`src/rtl/aes_pkg.sv`:
```
// Shared types and constants for the AES-128 round controller.
// Round-counter and step-timer widths live here so the sub-module and top agree.
package aes_pkg;

    localparam int unsigned Aes128Rounds = 10;
    localparam int unsigned RoundW       = 4;
    localparam int unsigned TimerW       = 3;

    typedef enum logic [2:0] {
        StIdle,
        StInitArk,
        StSub,
        StShift,
        StMix,
        StArk,
        StDone
    } ctrl_state_e;

endpackage

```
`src/rtl/aes_step_timer.sv`:
```
// Loadable 3-bit down-counter with a zero flag.
// Sets how many cycles a multi-cycle datapath step is held enabled.
module aes_step_timer
    import aes_pkg::*;
(
    input  logic              clk,
    input  logic              rst,
    input  logic              load,
    input  logic [TimerW-1:0] load_val,
    input  logic              dec,
    output logic              zero
);

    logic [TimerW-1:0] count_q;

    always_ff @(posedge clk or negedge rst) begin
        if (!rst) begin
            count_q <= '0;
        end else if (load) begin
            count_q <= load_val;
        end else if (dec && (count_q != '0)) begin
            count_q <= count_q - TimerW'(1);
        end
    end

    assign zero = (count_q == '0);

endmodule

```
`src/rtl/aes_round_ctrl.sv`:
```
// Sequencing FSM for the AES-128 encryption datapath: one block per handshake,
// Moore-decoded step enables and a held ciphertext-valid until the consumer takes it.
module aes_round_ctrl
    import aes_pkg::*;
#(
    parameter int unsigned NUM_ROUNDS = Aes128Rounds,
    parameter int unsigned MC_LAT     = 1
) (
    input  logic              clk,
    input  logic              rst,
    input  logic              in_valid,
    output logic              in_ready,
    output logic              out_valid,
    input  logic              out_ready,
    output logic              state_load,
    output logic              sb_en,
    output logic              sr_en,
    output logic              mc_en,
    output logic              ark_en,
    output logic              key_step,
    output logic [RoundW-1:0] round,
    output logic              busy
);

    localparam logic [RoundW-1:0] LastRound = RoundW'(NUM_ROUNDS);
    localparam logic [TimerW-1:0] McLoad    = TimerW'(MC_LAT - 1);

    ctrl_state_e       state_q, state_d;
    logic [RoundW-1:0] round_q, round_d;
    logic              in_ready_q;
    logic              tmr_load, tmr_dec, tmr_zero;

    // Reset gates in_ready directly so it drops the moment rst goes low.
    assign in_ready   = in_ready_q & rst;
    assign state_load = in_valid & in_ready;
    assign round      = round_q;

    aes_step_timer u_mc_timer (
        .clk      (clk),
        .rst      (rst),
        .load     (tmr_load),
        .load_val (McLoad),
        .dec      (tmr_dec),
        .zero     (tmr_zero)
    );

    always_comb begin
        state_d  = state_q;
        round_d  = round_q;
        tmr_load = 1'b0;
        tmr_dec  = 1'b0;
        unique case (state_q)
            StIdle: begin
                if (state_load) begin
                    state_d = StInitArk;
                    round_d = '0;
                end
            end
            StInitArk: begin
                round_d = RoundW'(1);
                state_d = StSub;
            end
            StSub: begin
                state_d = StShift;
            end
            StShift: begin
                if (round_q < LastRound) begin
                    state_d  = StMix;
                    tmr_load = 1'b1;
                end else begin
                    state_d = StArk;
                end
            end
            StMix: begin
                if (tmr_zero) begin
                    state_d = StArk;
                end else begin
                    tmr_dec = 1'b1;
                end
            end
            StArk: begin
                if (round_q == LastRound) begin
                    state_d = StDone;
                end else begin
                    round_d = round_q + RoundW'(1);
                    state_d = StSub;
                end
            end
            StDone: begin
                if (out_ready) begin
                    state_d = StIdle;
                end
            end
            default: begin
                state_d = StIdle;
            end
        endcase
    end

    // Outputs are registered from the next state so they line up with state_q.
    always_ff @(posedge clk or negedge rst) begin
        if (!rst) begin
            state_q    <= StIdle;
            round_q    <= '0;
            in_ready_q <= 1'b1;
            out_valid  <= 1'b0;
            sb_en      <= 1'b0;
            sr_en      <= 1'b0;
            mc_en      <= 1'b0;
            ark_en     <= 1'b0;
            key_step   <= 1'b0;
            busy       <= 1'b0;
        end else begin
            state_q    <= state_d;
            round_q    <= round_d;
            in_ready_q <= (state_d == StIdle);
            out_valid  <= (state_d == StDone);
            sb_en      <= (state_d == StSub);
            sr_en      <= (state_d == StShift);
            mc_en      <= (state_d == StMix);
            ark_en     <= (state_d == StInitArk) || (state_d == StArk);
            key_step   <= (state_d == StShift);
            busy       <= (state_d != StIdle) && (state_d != StDone);
        end
    end

    ark_round_legal: assert property (
        @(posedge clk) disable iff (!rst) (state_q == StArk) |-> (round_q <= LastRound)
    );

endmodule

```
`config.mk`:
```
export PLATFORM = sky130hd
export DESIGN_NAME = aes_round_ctrl
export DESIGN_NICKNAME = d
export VERILOG_FILES = /design/src/rtl/aes_pkg.sv /design/src/rtl/aes_step_timer.sv /design/src/rtl/aes_round_ctrl.sv
export SDC_FILE = /design/constraint.sdc
export NUM_CORES = 1
export LEC_CHECK = 0
export ABC_CLOCK_PERIOD_IN_PS = 2600
export BUFFER_PORTS_ARGS = -buffer_cell sky130_fd_sc_hd__buf_2
export CORE_MARGIN = 5
export CORE_UTILIZATION = 52
export DETAILED_ROUTE_END_ITERATION = 6
export PLACE_DENSITY_LB_ADDON = 0.25
export SLEW_MARGIN = 20
export SYNTH_ARGS = -nofsm -noshare
export SYNTH_HDL_FRONTEND = slang
export SYNTH_SLANG_ARGS = --single-unit
```
`constraint.sdc`:
```
create_clock -name clk -period 2.6 [get_ports clk]
set_clock_uncertainty 0.2 [all_clocks]
set_input_delay 0.39 -clock clk [delete_from_list [all_inputs] [get_ports clk]]
set_output_delay 0.39 -clock clk [all_outputs]
set_load 0.01 [all_outputs]
```
### Word-level counts from Yosys, hierarchy flattened

Index checks and enable logic that the tools add are counted.

| operators by class | value |
|---|---|
| equality and inequality tests | 16 |
| reduce and logical (&&, ||, !) cells | 11 |
| bitwise gates (word level) | 2 |
| magnitude comparators | 1 |
| $add $sub $neg | 2 |
| multiplexer cells | 15 |

Operators with widths:

| operator | number |
|---|---|
| $pmux W3 S7 | 1 |
| $eq A3 B3 Y1 const B | 6 |
| $mux W3 | 6 |
| $eq A3 B2 Y1 const B | 4 |
| $pmux W4 S3 | 1 |
| $logic_not A3 Y1 | 3 |
| $reduce_bool A3 Y1 | 3 |
| $mux W4 | 2 |
| $eq A3 B1 Y1 const B | 2 |
| $mux W1 | 5 |
| $add A4 B1 Y4 const B | 1 |
| $eq A4 B4 Y1 const B | 1 |
| $lt A4 B4 Y1 const B | 1 |
| $ne A2 B2 Y1 const B | 2 |
| $ne A3 B3 Y1 const B | 1 |
| $reduce_and A3 Y1 | 1 |
| $sub A3 B1 Y3 const B | 1 |
| $and A1 B1 Y1 | 2 |
| $logic_and A1 B1 Y1 | 2 |
| $reduce_bool A2 Y1 | 1 |
| $logic_or A1 B1 Y1 | 1 |

| word-level totals | value |
|---|---|
| register bits | 17 |
| word-level logic and storage cells | 57 |
| input port bits | 4 |

### Longest topological paths before layout

Gate-level depths: netlist of run 1.

| logic depth | value |
|---|---|
| depth in word-level cells | 6 |
| mapped depth | 7 |
| gate-level depth less buffers | 7 |

### Cells and area by module

Synthesis of run 1 repeated with hierarchy kept, for this count alone.

| second synthesis, totals | value |
|---|---|
| cells, all modules | 93 |
| area total of the unflattened synthesis | 959.7 µm² |

Modules (own cells, without submodules):

| module | times used | cells an instance | area an instance (µm²) |
|---|---|---|---|
| aes_round_ctrl | 1 | 74 | 752.0 |
| aes_step_timer | 1 | 19 | 207.7 |

### Worst setup path before layout of run 1

OpenSTA, ideal clock, no wires.

| timing | value |
|---|---|
| path type | register to register |
| from | register u_mc_timer.count_q[0] |
| to | register busy |
| stages on the path, launching flop included | 8 |
| clock period less this slack | 1.795 ns |
| setup slack | 0.805 ns |
| data required time | 2.274 ns |
| data arrival time | 1.469 ns |
| cell sequence | dfrtp_1 -> inv_1 -> ha_1 -> ha_1 -> nor4bb_1 -> a31oi_1 -> o31ai_1 -> o311a_1 |

| on the way | value |
|---|---|
| longest elaborated chain between the ends | 5 |
| elaborated cells on any way between the ends | 6 |

Ends and longest elaborated chain:

| what | RTL line | text |
|---|---|---|
| start, declared | aes_step_timer.sv:14 | `logic [TimerW-1:0] count_q;` |
| start signal, assigned | aes_step_timer.sv:20 | `count_q <= load_val;` |
| start signal, assigned | aes_step_timer.sv:22 | `count_q <= count_q - TimerW'(1);` |
| $logic_not A3 Y1 (*) | aes_step_timer.sv:26 | `assign zero = (count_q == '0);` |
| $mux W3 (*) | aes_round_ctrl.sv:75 | `if (tmr_zero) begin` |
| $pmux W3 S7 (*) | aes_round_ctrl.sv:52 | `unique case (state_q)` |
| net state_d[0] | aes_round_ctrl.sv:28 | `ctrl_state_e state_q, state_d;` |
| $ne A3 B3 Y1 / $reduce_bool A3 Y1 (equally long branches) | aes_round_ctrl.sv:123 | `busy <= (state_d != StIdle) && (state_d != StDone);` |
| $logic_and A1 B1 Y1 (*) | aes_round_ctrl.sv:123 |  |
| end signal, assigned | aes_round_ctrl.sv:123 |  |
| end, declared | aes_round_ctrl.sv:22 | `output logic busy` |

The timed path passes the listed nets; every way through them passes the cells marked *.
A chain may end at the register's enable or synchronous reset.

### Final worst setup path of run 1

| timing | value |
|---|---|
| from | input port rst |
| to | register ark_en |

| on the way | value |
|---|---|
| longest elaborated chain between the ends | 6 |
| elaborated cells on any way between the ends | 7 |

Ends and longest elaborated chain:

| what | RTL line | text |
|---|---|---|
| start, declared | aes_round_ctrl.sv:10 | `input logic rst,` |
| $and A1 B1 Y1 (*) | aes_round_ctrl.sv:34 | `assign in_ready = in_ready_q & rst;` |
| $and A1 B1 Y1 (*) | aes_round_ctrl.sv:35 | `assign state_load = in_valid & in_ready;` |
| $mux W3 (*) | aes_round_ctrl.sv:54 | `if (state_load) begin` |
| $pmux W3 S7 (*) | aes_round_ctrl.sv:52 |  |
| net state_d[0] | aes_round_ctrl.sv:28 |  |
| $eq A3 B1 Y1 / $eq A3 B3 Y1 (equally long branches) | aes_round_ctrl.sv:121 | `ark_en <= (state_d == StInitArk) \|\| (state_d == StArk);` |
| $logic_or A1 B1 Y1 (*) | aes_round_ctrl.sv:121 |  |
| end signal, assigned | aes_round_ctrl.sv:121 |  |
| end, declared | aes_round_ctrl.sv:19 | `output logic ark_en,` |

Marked as above.

==> results of run 1 <==
layout by cell type (no fill, tap or decap), types with 2 or more instances in the layout:
| master | synthesis | routed |
|---|---|---|
| dfrtp_1 | 16 | 16 |
| nor3_1 | 3 | 3 |
| buf_2 | 0 | 16 |
| inv_1 | 6 | 6 |
| a211oi_1 | 2 | 2 |
| or3_1 | 2 | 2 |
| o211ai_1 | 2 | 2 |
| clkbuf_4 | 0 | 3 |
| nor2_1 | 6 | 6 |
| a21o_2 | 2 | 2 |
| o21a_1 | 2 | 2 |
| nand2_1 | 4 | 4 |
| nand3_1 | 4 | 4 |
| a21oi_1 | 2 | 2 |
| ha_1 | 4 | 4 |
power groups by stage:
stage / combinational (mW) / sequential, mW / clock [mW]
2_1_floorplan: 0.315 / 0.419 / 0
3_3_place_gp: 0.379 / 0.443 / 0
3_5_place_dp: 0.383 / 0.442 / 0
4_1_cts: 0.386 / 0.438 / 0.144
5_1_grt: 0.425 / 0.459 / 0.158
6_report: 0.383 / 0.439 / 0.139
per-layer routing:
metal | wire length (um) | global-route usage
met4 | 10 | 0.0655
met1 | 774 | 0.183
met3 | 110 | 0.0379
met5 | 0 | 0
met2 | 793 | 0.250
final cells by class:
cell class,count,area share
clock buffer,3,0.0223
clock inverter,1,0.00495
inverter,7,0.0396
multi-input combinational,54,0.394
sequential,17,0.422
tap,17,0.0210
timing repair buffer,18,0.0965
kinds of logic after synthesis:
family,synth area share
xor+xnor,0.00981
flops,0.478
fa+ha+maj,0.0560
simple gates,0.219
compound gates,0.148
buf+inv,0.0770
mux,0.0126
worst paths after layout:
check	start	to	slack (ns)	depth (start not counted)
setup / recovery	rst	ark_en$_DFF_PN0_	0.40	6
hold / removal	out_ready	out_valid$_DFF_PN0_	0.23	3
setup reg to reg	u_mc_timer.count_q[0]$_DFFE_PN0P_	busy$_DFF_PN0_	0.65	7
hold reg to reg	u_mc_timer.count_q[0]$_DFFE_PN0P_	u_mc_timer.count_q[0]$_DFFE_PN0P_	0.37	2
max in group asynchronous	rst	round[1]$_DFFE_PN0P_	1.53	3
min in group asynchronous	rst	round[0]$_DFFE_PN0P_	0.28	2
critical path: cells and delay by family:
family | cells | cell delay, ns
AND/OR/NAND/NOR | 3 | 0.52
AO/OA/AOI/OAI | 1 | 0.56
buffers and inverters | 2 | 0.75
through the flow:
| step | worst slack, ns | instance area [um^2] |
|---|---|---|
| final | 0.397 | 1010 |
| after global placement | 0.660 | 973 |
| after detailed placement | 0.633 | 973 |
| after global routing | 0.253 | 1010 |
| after CTS | 0.369 | 1010 |
| after floorplan | 0.805 | 893 |
registers in the layout (all words and copies together) (netlist names):
register            flops
out_valid               1
sb_en                   1
mc_en                   1
key_step                1
in_ready_q              1
round                   4
state_q                 3
busy                    1
u_mc_timer.count_q      3
ark_en                  1
timing repair:
item,CTS,global route
hold buffers,1,0
resized for setup,0,0
endpoints found under the hold margin,17,0
buffers inserted,0,0
==> impl_metrics.csv, run 1 <==
group,metric,value,unit
critical_path,worstPathArrival,2.23,ns
critical_path,path_cells,"dlygate4sd3_1, buf_2, and3_2, nor2_1, o31ai_1, nor2b_1",
floorplan,rows,15,
layout,diodes,0,
global_routing,grt_max_degree,12,
placed_design,globalplace.congestion,0.774,
logic_synthesis,syn_area,893,um^2
clock_network,clkTransAtPathRegs,0.10,ns
global_routing,grt_pass1_wl,2.92,mm
timing,rsz0062_at_grt,"false",
power,p_per_area,950,mW/mm^2
route,wl_per_cell,14.4,um
timing,post-route-min-period,2.20,ns
timing,post-route-period-util,0.847,
timing,setup_viol,0,
power,power_switching,0.378,mW
run,cap_viol_max_count,0,
floorplan,start_util,0.535,
clock_network,cts_max_path_buffers,2,
layout,multi_input_area,398,um^2
logic_synthesis,yosysWarnings,0,
logic_synthesis,synth.area.top_cells,"dfrtp_1 45%, ha_1 5.6%, dfstp_2 2.9%, inv_1 2.5%, nor2_1 2.5%",
power,swShare,0.394,
route,totalWireLength,1.69,mm
min_path,hp-class,"in2reg",
global_routing,grt_pass1_vias,675,
timing,hold_slack,0.226,ns
critical_path,critical_path_class,"in2reg",
run_status,status,"complete, no violations",
logic_synthesis,synth-edff-count,0,
clock_network,cts.root.buffer_cell,"clkbuf_4",
placed_design,post-place-cells,112,
timing,slew_headroom,0.554,
route,firstDrtPassIters,4,
clock_network,numCtsBuffers,3,
route,vias_per_cell,5.93,
clock_network,cts_num_sinks,17,
layout,area_growth,13.2,%
timing,final-hold-violation-count,0,
logic_synthesis,synth_ff_type,"dfrtp_1",
global_routing,track_usage,0.151,
power,ir_drop,0.660,mV
critical_path,worstSetupEndpointType,"flip-flop",
route,dr_total_vias,694,
floorplan,die_w,51.5,um
power,pwr-share-seq,0.457,
logic_synthesis,postSynthCellCount,81,
clock_network,cts_tree,"built",
global_routing,overflow,0,
critical_path,worst_ep_required_time,2.62,ns
layout,nets,109,
critical_path,max_stage_delay,0.56,ns
layout,layoutNonFillerInstCount,117,
power,p_comb_frac,0.398,
power,power_frac_clock,0.144,
logic_synthesis,yosysTopAreaCellShare,0.448,
logic_synthesis,synth_top_area_cell,"dfrtp_1",
logic_synthesis,synth-seq-cells,17,
global_routing,antenna_found_initial,0,
timing,setup_tns,0,ns
clock_network,htreeDepth,1,
critical_path,slowest_stage,"o31ai_1",
layout,drive_gt1_frac,0.310,
timing,tightest_slew,0.663,ns
critical_path,start_kind,"primary input",
route,drtIter0Drc,7,
route,final_antenna_net_count,0,
critical_path,crit_fanout,11,
layout,fin_util,0.605,
clock_network,insertion_delay,0.29,ns
floorplan,core,0.00167,mm^2
logic_synthesis,avgSynthCellArea,11.0,um^2
logic_synthesis,synth_nets,89,
floorplan,pin_count,17,
logic_synthesis,yosysMostFrequentCell,"dfrtp_1",
floorplan,dieHeight,51.5,um
timing,final-max-slew-violation-count,0,
logic_synthesis,synth-async-reset-ratio,1.00,
logic_synthesis,synth_common_cells,"16 x dfrtp_1, 6 x inv_1, 6 x nor2_1",
floorplan,design.die.area,0.00265,mm^2
layout,ff_latch_area,427,um^2
route,drc,0,
logic_synthesis,ys_types,38,
placed_design,hpwl,1.26,mm
power,power_leakage,0.494,nW
timing,max_freq,454,MHz
placed_design,numPortBuffers,16,
logic_synthesis,ys_seq_area_frac,0.478,
power,power,0.961,mW
layout,fill_cells,144,
power,p_int,0.583,mW
Note: power is estimated with default switching activity, not from simulation.
==> inputs of run 2 (changes only) <==
ABC_CLOCK_PERIOD_IN_PS = 1950   (was 2600)
CORE_ASPECT_RATIO = 1.4   (was unset)
CORE_UTILIZATION = 47   (was 52)
clock period = 1.95 ns   (was 2.6 ns; I/O delays follow)
==> run 2 against run 1 <==
Critical path depth up 1. Die area grew 9.0%. First-iteration DRC count down 43%. Clock power increased by 34%. Largest power group is now combinational logic. Critical path type is now reg2reg.
==> impl_metrics.csv, run 2 (synthesis results as in run 1) <==
group,metric,value,unit
run_status,status,"complete, no violations",
run,cap_viol_max_count,0,
power,power_frac_clock,0.128,
critical_path,start_kind,"flip-flop",
timing,setup_ws,0.0522,ns
route,totalWireLength,1.88,mm
timing,rsz0062_at_grt,"true",
route,drtIter0Drc,4,
global_routing,overflow,0,
layout,multi_input_area,460,um^2
route,wl_per_cell,14.7,um
timing,tightest_slew,0.346,ns
floorplan,pin_count,17,
route,drc,0,
floorplan,design.die.area,0.00288,mm^2
critical_path,slowest_stage,"dfrtp_1",
clock_network,cts.root.buffer_cell,"clkbuf_4",
power,power_leakage,0.554,nW
placed_design,numPortBuffers,16,
clock_network,cts_max_path_buffers,2,
critical_path,worstRegToRegCells,7,
critical_path,max_stage_delay,0.36,ns
floorplan,rows,18,
critical_path,critical_path_class,"reg2reg",
layout,diodes,0,
floorplan,core,0.00178,mm^2
route,final_antenna_net_count,0,
timing,slew_headroom,0.769,
clock_network,insertion_delay,0.29,ns
critical_path,cpLargestDelayFamily,"compound AO/OA/AOI/OAI gates",
route,vias_per_cell,5.59,
timing,final-max-slew-violation-count,0,
global_routing,grt_pass1_vias,690,
power,ir_drop,0.920,mV
floorplan,dieHeight,61.6,um
timing,post-route-period-util,0.973,
layout,fill_cells,139,
placed_design,globalplace.congestion,0.802,
clock_network,cts_tree,"built",
critical_path,worst_ep_required_time,1.93,ns
route,dr_total_vias,716,
power,p_per_area,1270,mW/mm^2
floorplan,die_w,46.8,um
global_routing,grt_pass1_wl,2.98,mm
timing,final-hold-violation-count,0,
clock_network,numCtsBuffers,3,
critical_path,worstSetupEndpointType,"flip-flop",
layout,layout_commonest_cell,"dfrtp_1",
layout,most-common-layout-cells,"16 x dfrtp_1, 15 x buf_2, 8 x buf_4, 6 x inv_1, 6 x nor2_1",
power,power_switching,0.570,mW
power,p_comb_frac,0.490,
clock_network,clkTransAtPathRegs,0.09,ns
critical_path,worstPathArrival,1.88,ns
placed_design,place_ws,0.0144,ns
power,swShare,0.391,
layout,drive_gt1_frac,0.407,
critical_path,crit_fanout,5,
critical_path,cp_num_buf_inv,1,
timing,max_freq,527,MHz
floorplan,start_util,0.502,
power,pwr-share-seq,0.382,
clock_network,htreeDepth,1,
layout,nets,117,
timing,post-route-min-period,1.90,ns
layout,area_growth,28.4,%
timing,setup_viol,0,
layout,largest_reg_flops,4,
global_routing,grt_max_degree,13,
timing,hold_slack,0.00493,ns
critical_path,path_depth,7,
layout,fin_util,0.645,
clock_network,cts_num_sinks,17,
global_routing,antenna_found_initial,0,
route,firstDrtPassIters,4,
min_path,hp-class,"in2async",
placed_design,hpwl,1.39,mm
power,power,1.46,mW
layout,ff_latch_area,427,um^2
critical_path,path_cells,"inv_1, ha_2, ha_4, nor4bb_4, a31oi_2, o31ai_4, o311a_1",
global_routing,track_usage,0.144,
power,p_int,0.886,mW
[run 2: repair_timing]
item | CTS | global route
setup buffers | 0 | 3
endpoints found under the setup margin | 0 | 6
gates resized for setup | 0 | 12
hold buffers | 1 | 2
endpoints found under the hold margin | 17 | 16
[run 2: layout make-up]
cell class	instances	share of cell area
clock buffer	3	0.0196
clock inverter	1	0.00436
inverter	7	0.0349
multi-input combinational	54	0.401
sequential	17	0.372
tap	20	0.0218
timing repair buffer	26	0.146
[run 2: path summary, 6_finish.rpt]
kind                                                        start                   end  slack, ns
worst max-delay path            u_mc_timer.count_q[0]$_DFFE_PN0P_        busy$_DFF_PN0_       0.05
min in group clk                                        out_ready   out_valid$_DFF_PN0_       0.11
worst max register to register  u_mc_timer.count_q[0]$_DFFE_PN0P_        busy$_DFF_PN0_       0.05
max in group asynchronous                                     rst   out_valid$_DFF_PN0_       0.94
worst min-delay path                                          rst  in_ready_q$_DFF_PN1_      0.005
worst min register to register               state_q[1]$_DFF_PN0_  round[1]$_DFFE_PN0P_       0.37
[run 2: metal layers]
layer / part of all wire / GRT usage / vias up / wire length (um)
met5: 0 / 0 / - / 0
li1: - / - / 346 / -
met4: 0.022 / 0.0830 / 0 / 42
met2: 0.51 / 0.243 / 15 / 961
met1: 0.42 / 0.169 / 350 / 786
met3: 0.047 / 0.0234 / 5 / 88
[run 2: power groups by stage]
| stage | combinational, mW | clock (mW) | sequential, mW |
|---|---|---|---|
| 2_1_floorplan | 0.420 | 0 | 0.559 |
| 3_3_place_gp | 0.598 | 0 | 0.547 |
| 3_5_place_dp | 0.607 | 0 | 0.551 |
| 4_1_cts | 0.615 | 0.196 | 0.544 |
| 5_1_grt | 0.778 | 0.206 | 0.573 |
| 6_report | 0.714 | 0.186 | 0.556 |
[run 2: worst register-to-register path, stage by stage, from the launching register on]
cell      delay (ns)
dfrtp_1         0.36
inv_1           0.05
ha_2            0.19
ha_4            0.17
nor4bb_4        0.14
a31oi_2         0.20
o31ai_4         0.12
o311a_1         0.35
[run 2: per-stage QoR]
step	TNS, ns	std cells	cell area (um^2)
after floorplan	0	81	893
after global placement	0	119	1010
after detailed placement	0	119	1010
after CTS	0	124	1040
after global routing	-0.0163	128	1150
final	0	128	1150
